--- src/rtl/shift_register_universal_if.sv ---
// Bundles the control, data and status signals of the universal shift register.
// The master drives the controls; the slave is the register itself.
interface shift_register_universal_if #(
  parameter int WIDTH = 8
);
  localparam int CNT_W = $clog2(WIDTH + 1);

  logic             Ena;
  logic [1:0]       Mode;
  logic             LeRi;
  logic             Data_In;
  logic [WIDTH-1:0] Par_In;
  logic             Start;
  logic [CNT_W-1:0] Len;
  logic             Data_Out;
  logic [WIDTH-1:0] Par_Out;
  logic             Busy;
  logic             Done;

  modport master (
    output Ena, Mode, LeRi, Data_In, Par_In, Start, Len,
    input  Data_Out, Par_Out, Busy, Done
  );

  modport slave (
    input  Ena, Mode, LeRi, Data_In, Par_In, Start, Len,
    output Data_Out, Par_Out, Busy, Done
  );
endinterface

--- src/rtl/shift_register_universal.sv ---
// Universal shift register: hold/shift/rotate/load in IDLE, plus an automatic
// burst of up to WIDTH shifts or rotates run by a two-state IDLE/RUN FSM.
module shift_register_universal #(
  parameter int WIDTH = 8
) (
  input logic                      Clk,
  input logic                      Rst,
  shift_register_universal_if.slave bus
);
  localparam int CNT_W = $clog2(WIDTH + 1);

  localparam logic [0:0] ST_IDLE = 1'b0;
  localparam logic [0:0] ST_RUN  = 1'b1;

  localparam logic [1:0] MODE_HOLD   = 2'b00;
  localparam logic [1:0] MODE_SHIFT  = 2'b01;
  localparam logic [1:0] MODE_ROTATE = 2'b10;
  localparam logic [1:0] MODE_LOAD   = 2'b11;

  localparam logic [CNT_W-1:0] LEN_MAX = CNT_W'(WIDTH);

  logic [WIDTH-1:0] reg_q,   reg_d;
  logic [CNT_W-1:0] cnt_q,   cnt_d;
  logic [0:0]       state_q, state_d;
  logic             dir_q,   dir_d;
  logic             rot_q,   rot_d;
  logic             done_q,  done_d;

  logic [CNT_W-1:0] len_clamped;
  logic             eff_left;

  // One step in either direction; the vacated bit comes from Data_In or, when
  // rotating, from the bit falling off the opposite end.
  function automatic logic [WIDTH-1:0] step_reg(
    input logic [WIDTH-1:0] r,
    input logic             left,
    input logic             rot,
    input logic             din
  );
    logic fill;
    if (left) begin
      fill     = rot ? r[WIDTH-1] : din;
      step_reg = {r[WIDTH-2:0], fill};
    end else begin
      fill     = rot ? r[0] : din;
      step_reg = {fill, r[WIDTH-1:1]};
    end
  endfunction

  assign len_clamped = (bus.Len > LEN_MAX) ? LEN_MAX : bus.Len;

  always_comb begin
    // NOTE: every target gets a default first so no path can infer a latch.
    reg_d   = reg_q;
    cnt_d   = cnt_q;
    state_d = state_q;
    dir_d   = dir_q;
    rot_d   = rot_q;
    done_d  = 1'b0;

    if (bus.Ena) begin
      case (state_q)
        ST_IDLE: begin
          if (bus.Start) begin
            // Start wins over Mode: capture the burst setup, leave reg alone.
            dir_d = bus.LeRi;
            rot_d = (bus.Mode == MODE_ROTATE);
            cnt_d = len_clamped;
            if (len_clamped == '0) begin
              done_d = 1'b1;
            end else begin
              state_d = ST_RUN;
            end
          end else begin
            case (bus.Mode)
              MODE_HOLD:   reg_d = reg_q;
              MODE_SHIFT:  reg_d = step_reg(reg_q, bus.LeRi, 1'b0, bus.Data_In);
              MODE_ROTATE: reg_d = step_reg(reg_q, bus.LeRi, 1'b1, bus.Data_In);
              MODE_LOAD:   reg_d = bus.Par_In;
              default:     reg_d = reg_q;
            endcase
          end
        end

        ST_RUN: begin
          reg_d = step_reg(reg_q, dir_q, rot_q, bus.Data_In);
          cnt_d = cnt_q - CNT_W'(1);
          if (cnt_q == CNT_W'(1)) begin
            state_d = ST_IDLE;
            done_d  = 1'b1;
          end
        end

        default: state_d = ST_IDLE;
      endcase
    end
  end

  // NOTE: reset clears every flop, including the data register, so outputs are
  // defined the moment Rst falls and a burst in progress is dropped silently.
  always_ff @(posedge Clk or negedge Rst) begin
    if (!Rst) begin
      reg_q   <= '0;
      cnt_q   <= '0;
      state_q <= ST_IDLE;
      dir_q   <= 1'b0;
      rot_q   <= 1'b0;
      done_q  <= 1'b0;
    end else begin
      // NOTE: non-blocking assignments so every flop samples pre-edge values.
      reg_q   <= reg_d;
      cnt_q   <= cnt_d;
      state_q <= state_d;
      dir_q   <= dir_d;
      rot_q   <= rot_d;
      done_q  <= done_d;
    end
  end

  // Outside a burst the live LeRi picks the serial tap; inside, the latched one.
  assign eff_left     = (state_q == ST_RUN) ? dir_q : bus.LeRi;
  assign bus.Data_Out = eff_left ? reg_q[WIDTH-1] : reg_q[0];
  assign bus.Par_Out  = reg_q;
  assign bus.Busy     = (state_q == ST_RUN);
  assign bus.Done     = done_q;

endmodule

--- src/flat_wrapper.sv ---
// flat-port wrapper written by rule: the top's interface ports become plain ports
module shift_register_universal_flat 
#(
  parameter int WIDTH = 8
)
  (Clk, Rst, bus_Ena, bus_Mode, bus_LeRi, bus_Data_In, bus_Par_In, bus_Start, bus_Len, bus_Data_Out, bus_Par_Out, bus_Busy, bus_Done);
  shift_register_universal_if #(.WIDTH(WIDTH)) bus_i ();
  input logic Clk;
  input logic Rst;
  input wire logic [$bits(bus_i.Ena)-1:0] bus_Ena;
  input wire logic [$bits(bus_i.Mode)-1:0] bus_Mode;
  input wire logic [$bits(bus_i.LeRi)-1:0] bus_LeRi;
  input wire logic [$bits(bus_i.Data_In)-1:0] bus_Data_In;
  input wire logic [$bits(bus_i.Par_In)-1:0] bus_Par_In;
  input wire logic [$bits(bus_i.Start)-1:0] bus_Start;
  input wire logic [$bits(bus_i.Len)-1:0] bus_Len;
  output wire logic [$bits(bus_i.Data_Out)-1:0] bus_Data_Out;
  output wire logic [$bits(bus_i.Par_Out)-1:0] bus_Par_Out;
  output wire logic [$bits(bus_i.Busy)-1:0] bus_Busy;
  output wire logic [$bits(bus_i.Done)-1:0] bus_Done;
  assign bus_i.Ena = bus_Ena;
  assign bus_i.Mode = bus_Mode;
  assign bus_i.LeRi = bus_LeRi;
  assign bus_i.Data_In = bus_Data_In;
  assign bus_i.Par_In = bus_Par_In;
  assign bus_i.Start = bus_Start;
  assign bus_i.Len = bus_Len;
  assign bus_Data_Out = bus_i.Data_Out;
  assign bus_Par_Out = bus_i.Par_Out;
  assign bus_Busy = bus_i.Busy;
  assign bus_Done = bus_i.Done;
  shift_register_universal #(.WIDTH(WIDTH)) u_core (.Clk(Clk), .Rst(Rst), .bus(bus_i));
endmodule
--- config.mk ---
export PLATFORM = sky130hd
export DESIGN_NAME = shift_register_universal_flat
export DESIGN_NICKNAME = d
export VERILOG_FILES = /design/src/rtl/shift_register_universal_if.sv /design/src/rtl/shift_register_universal.sv /design/src/flat_wrapper.sv
export SDC_FILE = /design/constraint.sdc
export NUM_CORES = 1
export LEC_CHECK = 0
export BUFFER_PORTS_ARGS = -buffer_cell sky130_fd_sc_hd__buf_2
export CORE_MARGIN = 1.5
export CORE_UTILIZATION = 54
export CTS_BUF_LIST = sky130_fd_sc_hd__clkbuf_8
export CTS_CLUSTER_DIAMETER = 150
export DETAILED_ROUTE_END_ITERATION = 16
export HOLD_SLACK_MARGIN = 0.06
export MAX_ROUTING_LAYER = met4
export PLACE_DENSITY_LB_ADDON = 0.3
export RECOVER_POWER = 100
export REMOVE_ABC_BUFFERS = 1
export SLEW_MARGIN = 20
export SYNTH_ARGS = -nofsm -noshare
export SYNTH_HDL_FRONTEND = slang
export SYNTH_SLANG_ARGS = --single-unit
export TNS_END_PERCENT = 20
--- constraint.sdc ---
create_clock -name Clk -period 1.38 [get_ports Clk]
set_input_delay 0.138 -clock Clk [delete_from_list [all_inputs] [get_ports Clk]]
set_output_delay 0.138 -clock Clk [all_outputs]
set_load 0.03 [all_outputs]
==> results by group <==
Timing
  – Setup TNS: -0.135 ns
  – Rel. slew slack: 39.4%
  – WHS: 0.138 ns
  – Fin crit share: 110%
  – Setup violators final: 2
  – Final hold violations: 0
  – Worst slew pin tran: 0.909 ns
  – RSZ-0062 raised after global routing: yes
  – Crit path time final: 1.51 ns
  – Slew Viols, Final: 0
  – Max Clk Rate: 661 MHz
  – Skew final: 0.00144 ns
  – Post-layout worst setup margin: -0.133 ns

Cells and area
  – Multi-input logic area: 744 um2
  – Area growth syn-to-layout: 27.4%
  – Layout Utilization: 74.8%
  – Layout cells sized above 1: 36.9%
  – FF/Latch Area: 405 um2
  – # fillers: 147
  – Nets: 191
  – Ant diodes: 0

Setup path
  – Crit path buf inv count: 1
  – Highest-delay cell along the critical path: dfrtp_1
  – Crit path arrival time: 1.38 ns
  – CP delay by family, top: multiplexers
  – Worst setup SP type: register
  – CP Capture Type: output port
  – CP Max Fanout: 3
  – Setup Crit Path Kind: register to output port
  – Critical Path Max Stage Delay: 0.42 ns
  – Critical Path RT: 1.24 ns
  – Crit path cell chain: mux2i_2, mux2_4, buf_6

Drt
  – Vias after detailed routing: 1,138
  – Final wirelength: 2.89 mm
  – First-pass DRT Iterations: 4
  – Initial DRC Count: 28
  – Routed vias/inst: 5.84
  – Post-route ant nets: 0
  – Residual DRC: 0
  – Mean routed wirelength per cell: 14.8 um

Synth
  – Syn avg cell area: 9.06 um2
  – Synth area leaders: dfrtp_1 34%, mux2_2 9.5%, mux2i_1 8.4%
  – Synth unique cells: 36
  – Mapped cell area: 1190 um2
  – Synth area leader: dfrtp_1
  – Yosys reg bits: 16
  – Top-area cell type share of the netlist area: 33.7%
  – Yosys warning count: 0
  – Post-Synthesis Cells: 131
  – Seq/Total Area, Yosys: 33.7%

GRT
  – Met2 Use GR: 38.2%
  – Top Usage Layer GRT: met2
  – Vias in the first global route: 1,026
  – Total Routing Usage GR: 25.1%
  – Overflow left after global routing: 0
  – Antenna violations before repair: 0
  – Largest net degree at the start of global routing: 17
  – Met1 GRT Util: 34.2%
  – Global-route wire length before repair: 4.77 mm
  – M3 GR Usage: 4.24%

Power and ir drop
  – Cell Pwr Density: 2330 nW/um2
  – VDD IR max: 1.53 mV
  – Leak: 0.000673 uW

Outcome
  – Outcome: finished, violations left
  – Failing checks: negative setup slack

Clock tree
  – CTS H-tree lvls: 1
  – CTS tree: done
  – Clk sinks: 16
  – Clock root cell: clkbuf_8
  – Clk_lat worst skew: 0.25 ns
  – Clock Tree Buf Depth: 2
  – Reg clk slew, reported paths: 0.06 ns
  – CTS buffer count: 3

Hold path
  – Min-delay worst type: input pin to register

Place
  – Port buffer count: 30
  – Post-DP HPWL: 2.09 mm
  – GP Congestion: 0.890

Floorplan
  – Die H: 49.9 um
  – Ports: 31
  – Initial Util: 58.7%
  – CORE AREA: 2020 um2
  – Row count: 16
  – Die area: 2490 um2
  – Die width: 49.9 um

Run
  – Max Cap Viol: 0
-- timing repair --
item	in CTS	in global routing
buffers inserted	0	1
endpoints found under the setup margin	2	10
pin swaps	0	3
endpoints found under the hold margin	16	0
gates resized for setup	2	23
hold buffers	1	0
gates cloned	0	0
-- sequential cells by signal, indices dropped and copies added, names as in the netlist --
signal	count
u_core.bus.Par_Out	8
u_core.cnt_q	4
u_core.bus.Busy	1
u_core.bus.Done	1
u_core.dir_q	1
u_core.rot_q	1
-- power breakdown --
| group | internal, uW | switching, uW | total [uW] |
|---|---|---|---|
| clock | 253 | 165 | 418 |
| sequential | 702 | 264 | 966 |
| combinational | 983 | 1160 | 2140 |
-- cell usage in the layout, fill, tap and decap left out, types with 2 or more instances in the layout --
cell / Yosys / layout
a21oi_1: 4 / 3
a22o_1: 2 / 2
a31oi_1: 2 / 2
buf_2: 4 / 18
buf_4: 1 / 8
buf_6: 2 / 2
clkbuf_1: 1 / 10
clkbuf_8: 0 / 4
dfrtp_1: 16 / 12
dfrtp_2: 0 / 4
ha_1: 2 / 2
inv_1: 5 / 5
mux2_2: 10 / 9
mux2_4: 2 / 3
mux2i_1: 10 / 9
nand2_1: 15 / 15
nand2b_1: 2 / 2
nand3_1: 5 / 5
nor2_1: 7 / 5
nor2_2: 0 / 2
nor2b_1: 2 / 2
o211ai_1: 7 / 7
o21ai_0: 14 / 12
o21ai_1: 1 / 3
-- cells by family after synthesis --
group	share of synthesized area, %
mux	20.4
fa+ha+maj	2.11
compound gates	22.6
flops	33.7
simple gates	15.1
buf+inv	6.11
-- through the flow --
| stage | instances | setup WS [ns] | instance area [um2] | total power, uW |
|---|---|---|---|---|
| floorplan | 123 | -0.402 | 1130 | 2230 |
| global placement | 189 | 0.0912 | 1390 | 2820 |
| detailed placement | 189 | 0.0441 | 1390 | 2880 |
| CTS | 194 | -0.135 | 1460 | 3340 |
| global route | 195 | -0.182 | 1510 | 3750 |
| finish | 195 | -0.133 | 1510 | 3520 |
-- final timing paths --
check / startpoint / endpoint / slack [ns] / cells past startpoint
max: u_core.bus.Busy$_DFFE_PN0P_ / bus_Data_Out / -0.13 / 3
min: bus_Mode[0] / u_core.rot_q$_DFFE_PN0P_ / 0.14 / 2
max reg2reg: u_core.bus.Busy$_DFFE_PN0P_ / u_core.bus.Par_Out[2]$_DFFE_PN0P_ / 0.02 / 5
min reg2reg: u_core.bus.Par_Out[5]$_DFFE_PN0P_ / u_core.bus.Par_Out[5]$_DFFE_PN0P_ / 0.57 / 2
max in group asynchronous: Rst / u_core.dir_q$_DFFE_PN0P_ / 0.23 / 2
min in group asynchronous: Rst / u_core.bus.Busy$_DFFE_PN0P_ / 0.54 / 2
-- synthesized netlist by cell type, drive strengths merged --
cell type	n
a21oi	4
a221oi	1
a22o	2
a31oi	2
and2	1
buf	7
clkbuf	1
dfrtp	16
ha	2
inv	5
mux2	12
mux2i	10
nand2	16
nand2b	2
nand3	5
nor2	7
nor2b	2
nor3	1
nor3b	2
o211ai	7
o21a	2
o21ai	17
o21ba	1
o21bai	1
o221ai	1
o22ai	1
o41ai	1
or2	1
or4	1
-- layer usage --
layer / share of wire [%] / routed length [um] / vias up
met5: 0 / 0 / -
met4: 1.0 / 29 / 0
met3: 5.5 / 158 / 4
met2: 49 / 1410 / 37
met1: 45 / 1290 / 545
li1: - / - / 552
-- area by class of cell --
class	instances	area share, %
multi-input combinational	102	49.2
sequential	16	26.8
timing repair buffer	41	16.9
clock buffer	4	3.64
tap	27	2.23
inverter	5	1.24
Power figures use the tool's default switching activity.
